**config.mk**
```make
export PLATFORM = sky130hd
export DESIGN_NAME = instr_fetch
export DESIGN_NICKNAME = d
export VERILOG_FILES = /design/src/rtl/instr_fetch.sv
export SDC_FILE = /design/constraint.sdc
export NUM_CORES = 1
export LEC_CHECK = 0
export CAP_MARGIN = 20
export CORE_MARGIN = 4
export CORE_UTILIZATION = 51
export DETAILED_ROUTE_END_ITERATION = 10
export PLACE_DENSITY = 0.86
export SLEW_MARGIN = 20
export SYNTH_ARGS = -nofsm -noshare
export SYNTH_HDL_FRONTEND = slang
export SYNTH_SLANG_ARGS = --single-unit
```
**constraint.sdc**
```tcl
create_clock -name clk -period 4.2 [get_ports clk]
set_input_delay 0.84 -clock clk [delete_from_list [all_inputs] [get_ports clk]]
set_output_delay 0.84 -clock clk [all_outputs]
set_load 0.02 [all_outputs]
```
**src/rtl/instr_fetch.sv**
```systemverilog
// Instruction fetch stage and IF/ID pipeline register for the 16-bit ThinPad CPU.
// Owns the PC and issues word reads to the shared RAM. It delivers one
// instruction per cycle, together with its PC+1, to the decode stage.
// A one-entry skid buffer catches a read that returns while decode is stalled.
// A redirect squashes everything in flight and reloads the PC.
module instr_fetch #(
  parameter logic [15:0] RESET_PC  = 16'h0000,
  parameter logic [15:0] NOP_INSTR = 16'h0800
) (
  input  logic        clk,
  input  logic        rst,
  input  logic        stall,
  input  logic        mem_busy,
  input  logic        redirect,
  input  logic [15:0] redirect_pc,
  input  logic [15:0] ram_rdata,
  output logic        fetch_req,
  output logic [15:0] fetch_addr,
  output logic [15:0] id_instr,
  output logic [15:0] id_npc,
  output logic        id_valid
);

  logic [15:0] pc_q, pc_d;
  logic        inflight_q, inflight_d;
  logic [15:0] inflightPc_q, inflightPc_d;
  logic        bufValid_q, bufValid_d;
  logic [15:0] bufInstr_q, bufInstr_d;
  logic [15:0] bufPc_q, bufPc_d;
  logic [15:0] idInstr_q, idInstr_d;
  logic [15:0] idNpc_q, idNpc_d;
  logic        idValid_q, idValid_d;

  // A new read is issued only when nothing else needs the RAM or the IF/ID slot.
  // A full skid buffer also blocks issue, so at most one word is ever outstanding.
  always_comb begin
    fetch_req  = !rst && !stall && !mem_busy && !redirect && !bufValid_q;
    fetch_addr = pc_q;
  end

  // Next-state selection: redirect squashes, stall parks returning data, else IF/ID advances
  always_comb begin
    pc_d         = pc_q;
    inflight_d   = inflight_q;
    inflightPc_d = inflightPc_q;
    bufValid_d   = bufValid_q;
    bufInstr_d   = bufInstr_q;
    bufPc_d      = bufPc_q;
    idInstr_d    = idInstr_q;
    idNpc_d      = idNpc_q;
    idValid_d    = idValid_q;

    if (redirect) begin
      pc_d       = redirect_pc;
      inflight_d = 1'b0;
      bufValid_d = 1'b0;
      idInstr_d  = NOP_INSTR;
      idValid_d  = 1'b0;
    end else begin
      if (stall) begin
        if (inflight_q) begin
          bufInstr_d = ram_rdata;
          bufPc_d    = inflightPc_q;
          bufValid_d = 1'b1;
        end
      end else if (bufValid_q) begin
        idInstr_d  = bufInstr_q;
        idNpc_d    = bufPc_q + 16'd1;
        idValid_d  = 1'b1;
        bufValid_d = 1'b0;
      end else if (inflight_q) begin
        idInstr_d = ram_rdata;
        idNpc_d   = inflightPc_q + 16'd1;
        idValid_d = 1'b1;
      end else begin
        idInstr_d = NOP_INSTR;
        idValid_d = 1'b0;
      end

      inflight_d = fetch_req;
      if (fetch_req) begin
        inflightPc_d = pc_q;
        pc_d         = pc_q + 16'd1;
      end
    end
  end

  // State registers with synchronous reset back to an empty pipeline at RESET_PC
  always_ff @(posedge clk) begin
    if (rst) begin
      pc_q         <= RESET_PC;
      inflight_q   <= 1'b0;
      inflightPc_q <= 16'h0000;
      bufValid_q   <= 1'b0;
      bufInstr_q   <= 16'h0000;
      bufPc_q      <= 16'h0000;
      idInstr_q    <= NOP_INSTR;
      idNpc_q      <= 16'h0000;
      idValid_q    <= 1'b0;
    end else begin
      pc_q         <= pc_d;
      inflight_q   <= inflight_d;
      inflightPc_q <= inflightPc_d;
      bufValid_q   <= bufValid_d;
      bufInstr_q   <= bufInstr_d;
      bufPc_q      <= bufPc_d;
      idInstr_q    <= idInstr_d;
      idNpc_q      <= idNpc_d;
      idValid_q    <= idValid_d;
    end
  end

  assign id_instr = idInstr_q;
  assign id_npc   = idNpc_q;
  assign id_valid = idValid_q;

endmodule
```
* After elaboration in Yosys (flattened, before gate mapping) *
Index checks and enable logic that the tools add are counted.

word-level totals
  word-level logic and storage cells = 38
  output and inout port bits = 50
  input bits = 37
  register bits = 99

operators by class
  bitwise gates (word level) = 2
  reduce and logical (&&, ||, !) cells = 16
  $add $sub $neg = 3
  multiplexer cells = 8

operators by type and width
  cell                     count
  $mux W16                 6
  $add A16 B1 Y16 const B  3
  $reduce_and A3 Y1        2
  $logic_not A1 Y1         5
  $logic_and A1 B1 Y1      4
  $reduce_bool A2 Y1       2
  $reduce_or A3 Y1         1
  $mux W1                  2
  $not A1 Y1               2
  $reduce_and A2 Y1        1
  $reduce_or A2 Y1         1

* Longest topological paths before layout *
Gate-level depths: netlist (run 1).

  word-level depth = 7
  depth in mapped cells = 11

* Least setup slack after synthesis (run 1) *
OpenSTA, ideal clock, no wires.

  kind = in2out
  start = input port redirect
  end = output port fetch_req
  path slack = 1.439 ns
  cell stages on the path = 6
  required time = 3.360 ns
  arrival time = 1.921 ns
  path through = or2_2 > buf_2 > or2_1 > buf_6 > clkinv_4 > buf_2

on the way
  cells in the longest elaborated chain, start to end = 3

ends and longest elaborated chain
  what                              line  text
  start: declaration                14    input logic redirect,
  $logic_not A1 Y1                  37    fetch_req = !rst && !stall && !mem_busy && !redirect && !bufValid_q;
  $logic_and A1 B1 Y1 (2 in a row)  37
  end: declaration                  17    output logic fetch_req,

No other way between the ends.

* Worst setup path after layout (run 1) *
  start = input port stall
  end = output port fetch_req

on the way
  cells in the longest elaborated chain, start to end = 5

ends and longest elaborated chain
  what                              line  text
  start: declaration                12    input logic stall,
  $logic_not A1 Y1                  37
  $logic_and A1 B1 Y1 (4 in a row)  37

No other way between the ends.

==> results of run 1 <==
cell usage in the layout, fill, tap and decap left out, types with 5 or more instances in the layout:
master and instances:
a21oi_1 94, a22oi_1 11, nand3_1 21, nand4_1 8
nand2_1 140, clkbuf_8 9, mux2_2 7, dfxtp_1 98
o211ai_1 5, o21ai_0 8, buf_4 8, a31oi_1 6
and3_1 8, inv_1 8, clkdlybuf4s50_1 85, nor2_1 41
mux2i_1 12, nand3b_1 15
layer usage:
| layer | GRT usage | vias to the layer above |
|---|---|---|
| li1 | - | 2167 |
| met5 | 0 | - |
| met2 | 0.353 | 172 |
| met3 | 0.0382 | 17 |
| met1 | 0.293 | 2009 |
| met4 | 0.0626 | 0 |
through the flow:
step                      hold WS [ns]  worst slack [ns]  instances
final                            0.458             0.569        759
after global placement           0.440             0.620        743
after global routing             0.477             0.526        759
after detailed placement         0.446             0.570        743
after floorplan                  0.433              1.44        583
after CTS                        0.459             0.571        759
cell type report:
type / count / area (µm²)
fill: 758 / 3070
multi-input combinational: 433 / 2340
sequential: 99 / 1980
timing repair buffer: 94 / 916
tap: 108 / 135
clock buffer: 10 / 128
clock inverter: 6 / 65.1
inverter: 9 / 38.8
flip-flops by register name, summed over array words and instances (netlist names):
signal,cells
bufInstr_q,16
id_valid,1
inflight_q,1
bufValid_q,1
id_instr,16
inflightPc_q,16
id_npc,16
fetch_addr,16
bufPc_q,16
worst max-delay path by stage:
stage,startpoint,endpoint,slack [ns]
detailed placement,stall,fetch_req,0.57
floorplan,redirect,fetch_req,1.44
global route,stall,fetch_req,0.53
global placement,stall,fetch_req,0.62
CTS,stall,fetch_req,0.57
finish,stall,fetch_req,0.57
logic make-up after synthesis:
kind of cell,synth area share
and+or+nand+nor,0.260
muxes,0.0438
xor gates and xnor gates,0.00965
DFF,0.437
adders and majority gates,0.00551
AOI/OAI and AO/OA,0.195
buffers and inverters,0.0488
where the power goes:
group	switching, mW	internal [mW]	total (mW)
Combinational	0.0747	0.0676	0.142
Clock	0.332	0.277	0.609
Sequential	0.0195	0.951	0.971
worst max-delay path, cell delays in order:
cell and delay [ns]:
clkdlybuf4s50_1 0.43, or3_4 0.42, or2_1 0.27, clkinv_4 0.18, clkdlybuf4s50_1 0.64
==> results by group, run 1 <==
Hold path
  • Hold WC Path Type: reg -> reg
  • Hold Path Depth: 2
  • Hold_sp: id_npc[11]$_SDFFE_PP0P_
  • Worst Hold Path EP: id_npc[11]$_SDFFE_PP0P_

Placed design
  • Detail Placement HPWL: ~7700 µm
  • Port Buf Inserts: 86
  • RePlAce Congestion: slightly below 0.9
  • Placed cell areas: between 5000 and 6000 µm²

Global route
  • Vias in the first global route: 4000
  • Gr usage total: 0.216
  • Grt total ovfl: 0
  • Initial antenna violation count: 0
  • First-pass GRT wire length: around 19000 µm
  • Largest net degree at the start of global routing: 84

Floorplan
  • Die area: 10500 µm²
  • Core area: 8680 µm²
  • Initial core utilization: 0.523
  • Die Height: 102 µm
  • Die width: 102 µm
  • # IOs: 87
  • Cell Rows: 34

Yosys
  • Post-synthesis cell count: 583
  • Main synth FF type: dfxtp_1
  • Number of synthesized flops with an enable pin: 0
  • Mapped Avg Cell Area: roughly 7.8 µm²
  • Largest cells by area after synthesis: dfxtp_1, nand2_1, a21oi_1, nor2_1, mux2i_1
  • Yosys top cell by area: dfxtp_1
  • Post-synth top cells: nand2_1, dfxtp_1, a21oi_1
  • Sequential element share of the synthesized area: 0.437
  • Synth Register Bits: 99
  • Top-area cell type share of the netlist area: 0.437
  • Unique masters post-synth: 52
  • Syn. warnings: 0
  • Ys async rst share: 0
  • Most numerous cell in the Yosys netlist: nand2_1
  • Post-Syn Area: between 4000 and 5000 µm²
  • Synthesized Nets: 622

Route
  • Drt wl/cell: roughly 15 µm
  • Met3 routed WL: 749 µm
  • Routed wl met2: ~5300 µm
  • ANT nets after route: 0
  • WL met1: around 5000 µm
  • Top Layer Used: met4
  • Router iterations before antenna repair: 5
  • DRT Wirelength: 11200 µm
  • Starting DRT DRC Count: 289
  • DR vias: 4365
  • DRC Markers: 0
  • Via density: 5.75

Worst setup path
  • Worst reg2reg path endpoint: id_npc[15]$_SDFFE_PP0P_
  • CP Capture Type: primary output
  • R2R cell count: 6
  • CP Max Fanout: 26
  • CP required: ~3.4 ns
  • RR Startpoint: bufValid_q$_SDFFE_PP0P_
  • Crit path kind: in -> out
  • Crit path launch type: input pin
  • Crit path DAT: 2.79 ns
  • Worst R2R Setup Slack: 1.79 ns

Pwr
  • Leak: ~1.8 nW
  • Power Density: slightly above 300 nW/µm²
  • Peak supply drop: 0.171 mV
  • Total Power: 1.72 mW

Timing
  • Period utilization: 0.865
  • RSZ-0062 raised after global routing: false
  • Post-route minimum period: 3.63 ns
  • Fmax: ~0.28 GHz
  • Relative slew slack: 0.456
  • Fin. max-slew vios: 0
  • Fin Clk Skew: between 0.01 and 0.015 ns
  • Worst-margin pin slew: 0.815 ns
  • # setup viols final: 0
  • Final hold viol count: 0
  • Setup_tns: 0 ns

Finish
  • Final Cell Area: 5610 µm²
  • Share of layout cells above drive strength 1: 0.0599
  • Antenna diode count: 0
  • Nets@finish: 685
  • Final Core Density: 0.646
  • Area grow syn2layout: 23.5%

CTS
  • Setup bufs post-CTS: 0
  • Worst-path clk slew: approximately 0.09 ns
  • Worst skew pair latency: 0.36 ns
  • Cts hold-fix bufs: 0
  • CTS Sinks: 99
  • TritonCTS buffer count: 9
  • Post_cts resized: 0
  • Clk root buf: clkbuf_8
  • Depth of the CTS H-tree: 3
  • TritonCTS clock tree: yes
  • Clock buffer depth: 2

Flow run
  • Number of max-cap violations: 0

Status
  • Status: completed
No activity file was read; power rests on OpenSTA's default activity.
==> run 2: changes to the inputs <==
--- a/config.mk
+++ b/config.mk
@@ -5,8 +5,8 @@
 export SDC_FILE = /design/constraint.sdc
 export NUM_CORES = 1
 export LEC_CHECK = 0
-export CAP_MARGIN = 20
-export CORE_MARGIN = 4
+export CAP_MARGIN = 15
+export CORE_MARGIN = 8
 export CORE_UTILIZATION = 51
 export DETAILED_ROUTE_END_ITERATION = 10
 export PLACE_DENSITY = 0.86
==> run 2 against run 1 <==
Compared with the run above:
- power increased by 2.9%
- register-to-register slack got worse by 0.03 ns
- sequential share of layout area decreased by 0.10 points
- clock-buffer cell count up 1
- fmax is 0.37% lower
- global-route usage shrank 1.7 points
- via count is 0.69% higher
- setup slack got worse by 0.013 ns
- critical endpoint unchanged
- largest cell class unchanged
- largest power group unchanged
==> results by group, run 2 (same netlist as run 1, synthesis figures left out) <==
Worst setup path
  • Critical Path Start: stall
  • Worst path cell trace: clkdlybuf4s50_1, or3_4, or2_1, clkinv_4, clkdlybuf4s50_1
  • CP required: 3.36 ns (about the same)
  • CP delay by family, top: buffers and inverters
  • R2R cell count: 6 (unchanged)
  • Crit path launch type: input pin
  • Crit path to: fetch_req
  • Most frequent cell on the critical path: clkdlybuf4s50_1
  • CP Max Fanout: 26 (unchanged)
  • WP depth: 5 (unchanged)
  • Crit path largest cell delay: 0.65 ns (about the same)
  • CP max stage cell: clkdlybuf4s50_1
  • CP Capture Type: primary output
  • Worst path bufs/invs: 3 (unchanged)
  • Worst reg2reg path endpoint: id_npc[15]$_SDFFE_PP0P_
  • Crit path kind: in -> out
  • Worst R2R Setup Slack: 1.76 ns (-0.03 ns)
  • RR Startpoint: bufValid_q$_SDFFE_PP0P_
  • Crit path DAT: 2.80 ns (about the same)

Route
  • Router iterations before antenna repair: 5 (unchanged)
  • DRC Markers: 0 (unchanged)
  • Via density: 5.79 (+0.69%)
  • DR vias: 4395 (+0.69%)
  • ANT nets after route: 0 (unchanged)
  • Drt wl/cell: 15.6 µm (+6.3%)
  • Starting DRT DRC Count: 333 (+15%)
  • DRT Wirelength: 11900 µm (+6.3%)

Finish
  • Footprint of the multi-input gates: 2340 µm² (unchanged)
  • Register area: 1980 µm² (unchanged)
  • Area grow syn2layout: 23.9%
  • Highest-count cells in the layout ignoring fill and taps: nand2_1, dfxtp_1, a21oi_1
  • Nets@finish: 685 (unchanged)
  • Fillers: 743 (-2.0%)
  • Share of layout cells above drive strength 1: 0.0584 (-0.00154)
  • Antenna diode count: 0 (unchanged)
  • Layout Cells excl Fill: 759 (unchanged)
  • Final Cell Area: 5620 µm² (+0.29%)
  • Commonest non-fill, non-tap cell in the layout: nand2_1

Timing
  • Period utilization: 0.868 (+0.00320)
  • Worst-margin pin slew: 0.819 ns (+0.00363 ns)
  • Final hold slack: 0.459 ns (+0.00116 ns)
  • Setup_tns: 0 ns (unchanged)
  • Final hold viol count: 0 (unchanged)
  • Fin Clk Skew: 0.0115 ns (-0.00163 ns)
  • Relative slew slack: 0.454 (-0.00242)
  • Fmax: 0.274 GHz (-0.37%)
  • Post-route minimum period: 3.64 ns (+0.0134 ns)
  • # setup viols final: 0 (unchanged)
  • RSZ-0062 raised after global routing: false
  • Fin. max-slew vios: 0 (unchanged)
  • Setup ws final: 0.555 ns (-0.0134 ns)

Floorplan
  • # IOs: 87 (unchanged)
  • Cell Rows: 34 (unchanged)
  • Die Height: 110 µm (+7.8%)
  • Die area: 12200 µm² (+16%)
  • Core area: 8680 µm² (unchanged)
  • Die width: 110 µm (+7.8%)
  • Initial core utilization: 0.523 (unchanged)

Placed design
  • RePlAce Congestion: 0.890 (-0.61%)
  • DP Worst Slack: 0.567 ns (-0.00329 ns)
  • Port Buf Inserts: 86 (unchanged)
  • Placed cell areas: 5410 µm² (unchanged)
  • Placed cells: 743 (unchanged)
  • Detail Placement HPWL: 8290 µm (+7.7%)

Pwr
  • Peak supply drop: 0.194 mV (+13%)
  • Leak: 1.80 nW (+0.37%)
  • Power Density: 315 nW/µm² (+2.6%)

Flow run
  • Number of max-cap violations: 0 (unchanged)

CTS
  • Clock buffer depth: 2 (unchanged)
  • Setup bufs post-CTS: 0 (unchanged)
  • Worst-path clk slew: 0.09 ns (about the same)
  • Depth of the CTS H-tree: 3 (unchanged)
  • CTS Sinks: 99 (unchanged)
  • Post_cts resized: 0 (unchanged)
  • Clk root buf: clkbuf_8
  • TritonCTS clock tree: yes
  • Worst skew pair latency: 0.37 ns (about the same)
  • TritonCTS buffer count: 9 (unchanged)
  • Cts hold-fix bufs: 0 (unchanged)

Global route
  • Met1 usage: 0.253 (-0.0398)
  • Met2 usage: 0.321 (-0.0315)
  • Global route hottest layer: met2
  • Initial antenna violation count: 0 (unchanged)
  • Largest net degree at the start of global routing: 84 (unchanged)
  • First-pass GRT wire length: 19700 µm (+6.3%)
  • M3 GR Usage: 0.0424 (+0.00422)
  • Vias in the first global route: 4122 (+3.1%)
  • Gr usage total: 0.199 (-0.0170)
  • Grt total ovfl: 0 (unchanged)

Status
  • Status: completed

Hold path
  • Hold WC Path Type: reg -> reg
==> run 2: cell types whose count changed in the layout (fill, tap and decap cells not counted), sizes merged <==
cell	previous run	this run
inv	9	8
clkbuf	10	11
clkinv	4	3
bufinv	1	2
==> run 2: where the power goes <==
part / leakage, nW / switching [mW] / internal, mW
Clock: 0.103 / 0.323 / 0.334
Combinational: 0.895 / 0.0755 / 0.0676
Sequential: 0.801 / 0.0198 / 0.951
Total: 1.80 / 0.419 / 1.35
==> run 2: routing by layer <==
layer | wire length [µm] | part of all wire | vias to the layer above
met5 | 0 | 0 | -
met1 | 5130 | 0.43 | 2050
met2 | 5630 | 0.47 | 168
li1 | - | - | 2159
met4 | 192 | 0.016 | 0
met3 | 927 | 0.078 | 18
==> run 2: how the worst min path moves through the flow <==
stage                     cells after the start                startpoint  slack (ns)                  endpoint
after CTS                                     2    id_npc[4]$_SDFFE_PP0P_        0.46    id_npc[4]$_SDFFE_PP0P_
after global placement                        2  bufPc_q[14]$_SDFFE_PP0P_        0.44  bufPc_q[14]$_SDFFE_PP0P_
final                                         2   id_npc[11]$_SDFFE_PP0P_        0.46   id_npc[11]$_SDFFE_PP0P_
after detailed placement                      2    id_npc[4]$_SDFFE_PP0P_        0.45    id_npc[4]$_SDFFE_PP0P_
after global routing                          2   id_npc[11]$_SDFFE_PP0P_        0.48   id_npc[11]$_SDFFE_PP0P_
after floorplan                               2  bufPc_q[14]$_SDFFE_PP0P_        0.43  bufPc_q[14]$_SDFFE_PP0P_
==> run 2: layout make-up <==
type	instances	area share
inverters	9	0.00690
multi-input cells	433	0.416
well taps	108	0.0240
clock buffers	11	0.0234
flip-flops and latches	99	0.353
repair buffers	94	0.163
clock inverters	5	0.0138
==> run 2: stage by stage <==
stage	util	total power [mW]
5_1_grt	0.648	1.84
2_1_floorplan	-	1.06
3_3_place_gp	0.623	1.13
6_report	0.648	1.77
4_1_cts	0.647	1.78
3_5_place_dp	0.623	1.13
==> run 2: worst min-delay path, stage by stage (launching register included) <==
cell	delay, ns
dfxtp_1	0.32
nand2_1	0.05
a21oi_1	0.05
